<file path="config.mk">
export PLATFORM = sky130hd
export DESIGN_NAME = fifo_rd_fwft_flat
export DESIGN_NICKNAME = d
export VERILOG_FILES = /design/src/rtl/fifo_rd_fwft_if.sv /design/src/rtl/fifo_rd_fwft.sv /design/src/flat_wrapper.sv
export SDC_FILE = /design/constraint.sdc
export NUM_CORES = 1
export LEC_CHECK = 0
export BUFFER_PORTS_ARGS = -buffer_cell sky130_fd_sc_hd__buf_2
export CORE_UTILIZATION = 50
export DETAILED_ROUTE_END_ITERATION = 10
export HOLD_SLACK_MARGIN = 0.1
export PLACE_DENSITY_LB_ADDON = 0.2
export SLEW_MARGIN = 20
export SYNTH_ARGS = -nofsm -noshare
export SYNTH_HDL_FRONTEND = slang
export SYNTH_SLANG_ARGS = --single-unit
</file>
<file path="constraint.sdc">
create_clock -name rd_clk -period 2.7 [get_ports rd_clk]
set_input_delay 0 -clock rd_clk [delete_from_list [all_inputs] [get_ports rd_clk]]
set_output_delay 0 -clock rd_clk [all_outputs]
set_load 0.1 [all_outputs]
</file>
<file path="src/rtl/fifo_rd_fwft_if.sv">
// Read-side FIFO adapter bus: pop/data port toward the FIFO,
// valid/ready stream toward the consumer.
interface fifo_rd_fwft_if #(
  parameter int DATA_W = 8
);
  logic              fifo_empty;
  logic [DATA_W-1:0] fifo_rdata;
  logic              fifo_rd_en;
  logic              m_valid;
  logic [DATA_W-1:0] m_data;
  logic              m_ready;
  logic [1:0]        m_level;

  modport master (
    input  fifo_empty,
    input  fifo_rdata,
    input  m_ready,
    output fifo_rd_en,
    output m_valid,
    output m_data,
    output m_level
  );

  modport slave (
    output fifo_empty,
    output fifo_rdata,
    output m_ready,
    input  fifo_rd_en,
    input  m_valid,
    input  m_data,
    input  m_level
  );
endinterface

</file>
<file path="src/rtl/fifo_rd_fwft.sv">
// First-word-fall-through read adapter: turns one-cycle-latency
// FIFO pops into a valid/ready stream through a 2-entry skid buffer.
module fifo_rd_fwft #(
  parameter int DATA_W = 8
) (
  input logic            rd_clk,
  input logic            rd_reset,
  fifo_rd_fwft_if.master bus
);
  logic [1:0]        occ;
  logic              inflight;
  logic [DATA_W-1:0] head;
  logic [DATA_W-1:0] tail;

  logic       deq;
  logic [2:0] credit;
  logic       rd_en;
  logic       to_head;

  assign deq = (occ != 2'd0) && bus.m_ready;

  // occ + inflight never exceeds 2, so this cannot wrap
  assign credit = 3'd2 - {1'b0, occ} - {2'b0, inflight}
                + {2'b0, deq};

  assign rd_en = !bus.fifo_empty && (credit != 3'd0)
               && !rd_reset;

  assign to_head = (occ == 2'd0)
                 || ((occ == 2'd1) && deq);

  always_ff @(posedge rd_clk or posedge rd_reset) begin
    if (rd_reset) begin
      occ      <= 2'd0;
      inflight <= 1'b0;
      head     <= '0;
      tail     <= '0;
    end else begin
      inflight <= rd_en;
      occ      <= occ + {1'b0, inflight} - {1'b0, deq};
      if (deq && (occ == 2'd2)) begin
        head <= tail;
      end
      if (inflight) begin
        if (to_head) begin
          head <= bus.fifo_rdata;
        end else begin
          tail <= bus.fifo_rdata;
        end
      end
    end
  end

  assign bus.fifo_rd_en = rd_en;
  assign bus.m_valid    = (occ != 2'd0);
  assign bus.m_data     = head;
  assign bus.m_level    = occ;
endmodule
</file>
<file path="src/flat_wrapper.sv">
// flat-port wrapper written by rule: the top's interface ports become plain ports
module fifo_rd_fwft_flat 
#(
  parameter int DATA_W = 8
)
  (rd_clk, rd_reset, bus_fifo_empty, bus_fifo_rdata, bus_m_ready, bus_fifo_rd_en, bus_m_valid, bus_m_data, bus_m_level);
  fifo_rd_fwft_if #(.DATA_W(DATA_W)) bus_i ();
  input logic rd_clk;
  input logic rd_reset;
  input wire logic [$bits(bus_i.fifo_empty)-1:0] bus_fifo_empty;
  input wire logic [$bits(bus_i.fifo_rdata)-1:0] bus_fifo_rdata;
  input wire logic [$bits(bus_i.m_ready)-1:0] bus_m_ready;
  output wire logic [$bits(bus_i.fifo_rd_en)-1:0] bus_fifo_rd_en;
  output wire logic [$bits(bus_i.m_valid)-1:0] bus_m_valid;
  output wire logic [$bits(bus_i.m_data)-1:0] bus_m_data;
  output wire logic [$bits(bus_i.m_level)-1:0] bus_m_level;
  assign bus_i.fifo_empty = bus_fifo_empty;
  assign bus_i.fifo_rdata = bus_fifo_rdata;
  assign bus_i.m_ready = bus_m_ready;
  assign bus_fifo_rd_en = bus_i.fifo_rd_en;
  assign bus_m_valid = bus_i.m_valid;
  assign bus_m_data = bus_i.m_data;
  assign bus_m_level = bus_i.m_level;
  fifo_rd_fwft #(.DATA_W(DATA_W)) u_core (.rd_clk(rd_clk), .rd_reset(rd_reset), .bus(bus_i));
endmodule
</file>
Yosys cells after proc, flatten, opt, wreduce, memory -nomap -nowiden --
Cells that the tools add are included.
Operators by class: $add $sub $neg 5, equality and inequality tests 2, muxes and demuxes 3, bitwise gates (word level) 1, reduce and logical (&&, ||, !) cells 12
Operator list (count):
- 8-bit 2-to-1 mux | 3
- 1-bit logical AND | 5
- 3-bit by 1-bit adder with 3-bit output | 1
- 3-bit nonzero test | 1
- 2-bit by 2-bit subtractor with 3-bit output (first input constant) | 1
- 3-bit by 1-bit subtractor with 3-bit output | 1
- 2-bit by 1-bit adder with 2-bit output | 1
- 2-bit by 1-bit equality test with 1-bit output (second input constant) | 1
- 2-bit equality test (second input constant) | 1
- 1-bit zero test | 2
- 2-bit zero test | 1
- 2-bit AND reduction | 1
- 2-bit nonzero test | 1
- 2-bit by 1-bit subtractor with 2-bit output | 1
- 1-bit logical OR | 1
- 1-bit NOT | 1
Word-level totals: bits in registers 19, input bits 12, output and inout port bits 12

Logic depth before layout (Yosys ltp) --
Gate-level depths: netlist of the first run.
depth in word-level cells 6, mapped depth 7

Least setup slack after synthesis of the first run --
No wires, ideal clock.
path type flip-flop to flip-flop, start point reg u_core.occ[1], in the netlist u_core.bus.m_level[1], end point reg u_core.inflight, setup time 0.363 ns, data arrival time 4.649 ns, required time 2.337 ns, slack -2.311 ns, stages on the path, launching flop included 8, path buffers 0, clock period less this slack 5.011 ns, cell sequence dfrtp_1 > or2_2 > and2_1 > fa_1 > inv_1 > ha_1 > nor2_1 > a211oi_1
Between the ends: cells in the longest elaborated chain, start to end 6, elaborated cells on any way between the ends 8, classes of those cells 3 x add/sub; 5 x reduce/logical
Ends and longest elaborated chain:
- start: declaration | line fifo_rd_fwft.sv:10 | logic [1:0] occ;
- start signal: assignment | line fifo_rd_fwft.sv:40 | occ <= occ + {1'b0, inflight} - {1'b0, deq};
- 2-bit nonzero test
- named net bus_m_valid | line flat_wrapper.sv:14 | output wire logic [$bits(bus_i.m_valid)-1:0] bus_m_valid;
- 1-bit logical AND | line fifo_rd_fwft.sv:20 | assign deq = (occ != 2'd0) && bus.m_ready;
- 3-bit by 1-bit adder with 3-bit output | line fifo_rd_fwft.sv:24 | + {2'b0, deq};
- 3-bit nonzero test | line fifo_rd_fwft.sv:26 | assign rd_en = !bus.fifo_empty && (credit != 3'd0)
- 1-bit logical AND | line fifo_rd_fwft.sv:26
- 1-bit logical AND | line fifo_rd_fwft.sv:27 | && !rd_reset;
- named net bus_fifo_rd_en | line flat_wrapper.sv:13 | output wire logic [$bits(bus_i.fifo_rd_en)-1:0] bus_fifo_rd_en;
- end signal: assignment | line fifo_rd_fwft.sv:39 | inflight <= rd_en;
- end: declaration | line fifo_rd_fwft.sv:11 | logic inflight;
The timed path passes the listed nets, and every way through them passes these cells. A chain may end at the register's enable or synchronous reset.

Worst setup path after layout of the first run --
start point reg u_core.occ[1], in the netlist u_core.bus.m_level[1], end point out bus_fifo_rd_en
Between the ends: cells in the longest elaborated chain, start to end 6, elaborated cells on any way between the ends 8, classes of those cells 3 x add/sub; 5 x reduce/logical
Ends and longest elaborated chain (line):
- 2-bit by 2-bit subtractor with 3-bit output / 2-bit nonzero test (equally long branches) | fifo_rd_fwft.sv:23, fifo_rd_fwft.sv:20
- 3-bit by 1-bit subtractor with 3-bit output / 1-bit logical AND (equally long branches) | fifo_rd_fwft.sv:23, fifo_rd_fwft.sv:20
- 3-bit by 1-bit adder with 3-bit output * | fifo_rd_fwft.sv:24
- 3-bit nonzero test * | fifo_rd_fwft.sv:26
- 1-bit logical AND * | fifo_rd_fwft.sv:26
- 1-bit logical AND * | fifo_rd_fwft.sv:27
- end: declaration | flat_wrapper.sv:13
Mark *: on every way between the ends. The rest lies on a longest branch, timed or not.

==> impl_metrics.py, run 1 <==
metrics = {
    "status": {
        "outcome": "complete, no violations",
    },
    "setup_path": {
        "worst-setup-path-type": "reg2out",
        "worst-r2r-cell-count": 6,
        "worst-path-max-fanout": 7,
        "launch_point_of_the_critical_path": "u_core.bus.m_level[1]",
        "worstSetupStartpointType": "flip-flop",
        "data_required_time_of_the_worst_path_ns": 2.70,
        "regToRegEndpoint": "u_core.inflight",
        "crit_path_cell_trace": "or2_4 -> and2_4 -> fa_2 -> inv_2 -> ha_4 -> a211oi_4 -> buf_2",
        "critical_path.slowest_cell": "dfrtp_4",
        "peak_per_stage_delay_on_the_critical_path_ns": 0.55,
        "critPathArrivalTime_ns": 2.53,
        "regToRegSetupSlack_ns": 0.83,
        "setup.worst_path.end_class": "output pin",
        "setup.worst_path.end": "bus_fifo_rd_en",
        "worst_r2r_startpoint": "u_core.bus.m_level[1]",
    },
    "placement": {
        "port_buffers": 23,
        "postPlaceCellArea_um2": 1110,
        "gp_congestion": 0.842,
    },
    "drt": {
        "detail_route.iter0.violations": 9,
        "dr.pass1.iters": 4,
        "avgViaCountPerCell": 4.83,
        "drtAntennaViolNets": 0,
        "vias": 599,
        "route.detailed.wl_per_inst_um": 12.8,
        "detail_route.drc_violations": 0,
        "drt-total-wl_um": 1590,
    },
    "sta": {
        "worst_pin_slew_ns": 0.724,
        "final_hold_viol_count": 0,
        "final-setup-viol-count": 0,
        "maxSlewHeadroom_pct": 51.7,
        "hold_slack_ns": 0.218,
        "final.setup_skew_ns": 0.00368,
        "min_period_ns": 2.53,
        "achievable-frequency_mhz": 395,
        "rsz0062_at_grt": "false",
        "final_min_period_over_clock_period_pct": 93.7,
        "final-max-slew-violation-count": 0,
    },
    "logic_synthesis": {
        "synth_commonest_cells": "dfrtp_1 (19), mux2_2 (16), mux2_4 (8)",
        "ys_seq_elements": 19,
        "net_count_of_the_mapped_netlist": 79,
        "syn_avg_cell_area_um2": 14.8,
        "postSynth.asyncResetShare_pct": 100,
        "synth_cell_type_count": 16,
        "postSynth.topFlopCell": "dfrtp_1",
        "synthMostInstantiatedCell": "dfrtp_1",
        "synth.yosys.seq_area_share_pct": 50.9,
        "synth.top_cells.by_area": "dfrtp_1 (51%), mux2_2 (19%), mux2_4 (13%)",
        "yosys.area.top_type_share_pct": 50.9,
        "mappedNetlistArea_um2": 933,
        "ys_warn_count": 0,
        "synth_enable_flop_cells": 0,
        "synth_top_area_cell": "dfrtp_1",
        "syn-instance-count": 63,
    },
    "floorplanning": {
        "fp.dieArea_um2": 2040,
        "fp-row-count": 15,
        "chipWidth_um": 45.2,
        "coreArea_um2": 1750,
        "io-pin-count": 24,
        "start_util_pct": 53.5,
        "fp.dieH_um": 45.2,
    },
    "final_layout": {
        "nNetsFinal": 116,
        "antennaDiodeCount": 0,
        "flow.area_growth_from_synthesis_pct": 32.8,
        "post-route-cell-area_um2": 1240,
        "drive_above_1_share_pct": 61.6,
    },
    "global_route": {
        "grt_overflow_total": 0,
        "grt_start_max_net_pins": 20,
        "grt_antenna_before_repair": 0,
        "global_route.usage.total_pct": 19.5,
        "wire_length_of_the_first_global_routing_pass_um": 2710,
        "vias_in_the_first_global_route": 591,
    },
    "clock_tree": {
        "clkLatencyLatePin_ns": 0.29,
        "h_tree_level_count": 1,
        "number_of_resized_instances_in_the_post_cts_repair_step": 0,
        "longest_clk_path_bufs": 2,
        "clk_transition_reported_paths_ns": 0.11,
        "clock_tree.root_cell": "clkbuf_4",
        "clock-sinks": 19,
        "clock_tree_from_tritoncts": "done",
        "cts_inserted_buffers": 3,
    },
    "hold_path": {
        "path_class_of_the_lowest_slack_min_delay_path": "in2reg",
    },
    "flow_run": {
        "maxCapViolCount": 0,
    },
}
-- flip-flops by register name (all words and copies together), names as in the netlist --
name                count
u_core.bus.m_level      2
u_core.inflight         1
u_core.tail             8
u_core.bus.m_data       8
-- final cells by class --
cell class	count	area, um^2
clock buffer	3	22.5
clock inverter	1	5.00
fill	135	505
inverter	5	18.8
multi-input combinational	38	464
sequential	19	483
tap	25	31.3
timing repair buffer	33	215
-- worst max-delay path: cells and delay by family, from the launching register on --
kind	cells	cell delay (ns)
AOI/OAI and AO/OA	1	0.24
adders and majority gates	2	0.52
buffers and inverters	2	0.53
and+or+nand+nor	2	0.39
DFF	1	0.55
-- through the flow --
stage                     worst slack [ns]  TNS [ns]  utilization, %  std cells
after floorplan                     -0.239    -0.260               -         63
after global placement               0.552         0            63.7        110
after detailed placement             0.508         0            63.7        110
after CTS                            0.163         0            71.0        124
after global routing                0.0864         0            71.0        124
final                                0.170         0            71.0        124
-- logic make-up after synthesis --
logic type      Yosys count  share of synthesized area, %
simple gates              6                          4.29
xor+xnor                  2                          1.88
fa+ha+maj                 4                          6.17
compound gates            2                          1.74
flops                    19                          50.9
mux                      24                          32.2
buf+inv                   6                          2.82
-- what timing repair did --
item	in CTS	in global routing
hold buffers	10	0
setup buffers	0	0
endpoints found under the hold margin	36	0
-- cells in the final DEF, fill, tap and decap left out, types with 2 or more instances in the layout --
master,instances
dfrtp_4,2
xnor2_1,2
dlygate4sd3_1,10
buf_2,23
dfrtp_1,17
clkbuf_4,3
mux2_2,16
mux2_4,8
inv_1,4
ha_1,2
-- how the worst min path moves through the flow --
stage,from,end,depth (start not counted)
after floorplan,rd_reset,u_core.bus.m_data[0],1
after global placement,rd_reset,u_core.inflight,2
after detailed placement,rd_reset,u_core.bus.m_level[1],2
after CTS,bus_m_ready,u_core.bus.m_level[0],3
after global routing,bus_m_ready,u_core.bus.m_level[0],3
final,bus_m_ready,u_core.bus.m_level[0],3
-- per-layer routing --
metal / vias up / global-route usage (%) / wire length [um]
li1: 289 / - / -
met1: 290 / 25.4 / 743
met2: 18 / 32.2 / 783
met3: 2 / 3.60 / 50
met4: 0 / 7.27 / 15
met5: - / 0 / 0
Power of run 1 is not shown: default switching activity piles up to over one toggle a cycle in this logic, so the estimate is an artifact.
==> inputs of run 2 (changes only) <==
--- a/config.mk
+++ b/config.mk
@@ -7,6 +7,7 @@
 export LEC_CHECK = 0
 export BUFFER_PORTS_ARGS = -buffer_cell sky130_fd_sc_hd__buf_2
 export CORE_UTILIZATION = 50
+export CTS_BUF_LIST = sky130_fd_sc_hd__clkbuf_8
 export DETAILED_ROUTE_END_ITERATION = 10
 export HOLD_SLACK_MARGIN = 0.1
 export PLACE_DENSITY_LB_ADDON = 0.2
==> run 2 against run 1 <==
  * Flip-flop and latch count stayed put
  * Non-clock buffer count stayed put
  * Global-route usage stayed put
  * Via count is 1.7% lower
  * Die area stayed put
  * Utilization is 1.1 points higher
  * Fmax is 2.1% higher
  * Highest routed layer unchanged
  * Register-to-register slack hardly changed
  * Critical endpoint unchanged
==> impl_metrics.py, run 2 (synthesis gave the netlist of run 1 again) <==
metrics = {
    "floorplanning": {
        "chipWidth_um": 45.2,
        "io-pin-count": 24,
        "coreArea_um2": 1750,
        "fp.dieArea_um2": 2040,
        "start_util_pct": 53.5,
        "fp-row-count": 15,
        "fp.dieH_um": 45.2,
    },
    "sta": {
        "final-max-slew-violation-count": 0,
        "final-setup-viol-count": 0,
        "achievable-frequency_mhz": 404,
        "maxSlewHeadroom_pct": 51.4,
        "final.setup_skew_ns": 0.00208,
        "worst_pin_slew_ns": 0.729,
        "min_period_ns": 2.48,
        "fin_ws_ns": 0.223,
        "final_min_period_over_clock_period_pct": 91.7,
        "final_hold_viol_count": 0,
        "rsz0062_at_grt": "false",
        "hold_slack_ns": 0.263,
    },
    "setup_path": {
        "regToRegEndpoint": "u_core.inflight",
        "crit_path_cell_trace": "or2_4 -> and2_4 -> fa_2 -> inv_2 -> ha_4 -> a211oi_4 -> buf_2",
        "setup.worst_path.end_class": "output pin",
        "worstSetupStartpointType": "flip-flop",
        "critPathArrivalTime_ns": 2.48,
        "worst_r2r_startpoint": "u_core.bus.m_level[1]",
        "data_required_time_of_the_worst_path_ns": 2.70,
        "peak_per_stage_delay_on_the_critical_path_ns": 0.53,
        "worst-setup-path-type": "reg2out",
        "worst-r2r-cell-count": 6,
        "worst-path-max-fanout": 7,
        "regToRegSetupSlack_ns": 0.84,
        "critical_path.slowest_cell": "dfrtp_4",
    },
    "clock_tree": {
        "clock_tree_from_tritoncts": "done",
        "number_of_resized_instances_in_the_post_cts_repair_step": 0,
        "clkLatencyLatePin_ns": 0.25,
        "cts_inserted_buffers": 3,
        "h_tree_level_count": 1,
        "post_cts_hold_buffer_count": 10,
        "clock-sinks": 19,
        "clock_tree.root_cell": "clkbuf_8",
        "longest_clk_path_bufs": 2,
        "postCtsSetupRepairBufs": 0,
        "clk_transition_reported_paths_ns": 0.07,
    },
    "placement": {
        "postPlaceCellArea_um2": 1110,
        "dpl_worst_slack_ns": 0.508,
        "port_buffers": 23,
        "gp_congestion": 0.842,
    },
    "final_layout": {
        "layout_common_cells": "buf_2 (23), dfrtp_1 (17), mux2_2 (16), dlygate4sd3_1 (10), mux2_4 (8)",
        "fillCellCount": 131,
        "antennaDiodeCount": 0,
        "drive_above_1_share_pct": 61.6,
        "multi_input_area_um2": 464,
        "post-route-cell-area_um2": 1260,
        "layout.area.seq_um2": 483,
        "layout_commonest_cell": "buf_2",
        "flow.area_growth_from_synthesis_pct": 34.9,
        "utilization_after_layout_pct": 72.1,
        "nNetsFinal": 116,
    },
    "global_route": {
        "vias_in_the_first_global_route": 591,
        "global_route.usage.total_pct": 19.5,
        "grt_overflow_total": 0,
        "grt_antenna_before_repair": 0,
        "wire_length_of_the_first_global_routing_pass_um": 2720,
        "grt_start_max_net_pins": 20,
    },
    "hold_path": {
        "min_delay_worst_endpoint": "u_core.bus.m_level[0]",
        "whs_path_depth": 3,
        "path_class_of_the_lowest_slack_min_delay_path": "in2reg",
        "timing.hold.worst.start": "bus_m_ready",
    },
    "drt": {
        "drt-total-wl_um": 1610,
        "drtAntennaViolNets": 0,
        "detail_route.iter0.violations": 7,
        "avgViaCountPerCell": 4.75,
        "dr.pass1.iters": 4,
        "detail_route.drc_violations": 0,
        "route.detailed.wl_per_inst_um": 13.0,
        "vias": 589,
    },
    "flow_run": {
        "maxCapViolCount": 0,
    },
    "status": {
        "outcome": "complete, no violations",
    },
}
run 2: layer usage:
metal | up-vias | routed length (um) | GRT usage [%]
met3 | 2 | 44 | 3.60
met5 | - | 0 | 0
met2 | 14 | 770 | 31.9
met4 | 0 | 13 | 7.27
met1 | 285 | 782 | 25.7
li1 | 288 | - | -
run 2: critical path, delay by kind of cell (launching register included):
kind | cells | cell delay, ns
compound gates | 1 | 0.24
fa+ha+maj | 2 | 0.52
buf+inv | 2 | 0.53
flops | 1 | 0.53
simple gates | 2 | 0.39
run 2: area by class of cell:
type                            count  area share (%)
Clock buffer                        3            3.28
Clock inverter                      1           0.398
Inverter                            5            1.49
Multi-Input combinational cell     38            36.9
Sequential cell                    19            38.4
Tap cell                           25            2.49
Timing Repair Buffer               33            17.1
run 2: worst max path at each step:
stage / from / cells past startpoint / end / slack (ns)
6_report: u_core.bus.m_level[1] / 7 / bus_fifo_rd_en / 0.22
2_1_floorplan: u_core.bus.m_level[1] / 6 / u_core.inflight / -0.24
4_1_cts: u_core.bus.m_level[1] / 7 / bus_fifo_rd_en / 0.23
3_3_place_gp: u_core.bus.m_level[1] / 7 / bus_fifo_rd_en / 0.55
5_1_grt: u_core.bus.m_level[1] / 7 / bus_fifo_rd_en / 0.15
3_5_place_dp: u_core.bus.m_level[1] / 7 / bus_fifo_rd_en / 0.51
run 2: stage by stage:
stage,std cells,setup TNS [ns]
floorplan,63,-0.260
global placement,110,0
detailed placement,110,0
CTS,124,0
global route,124,0
finish,124,0
Power of run 2 is left out for the same reason.
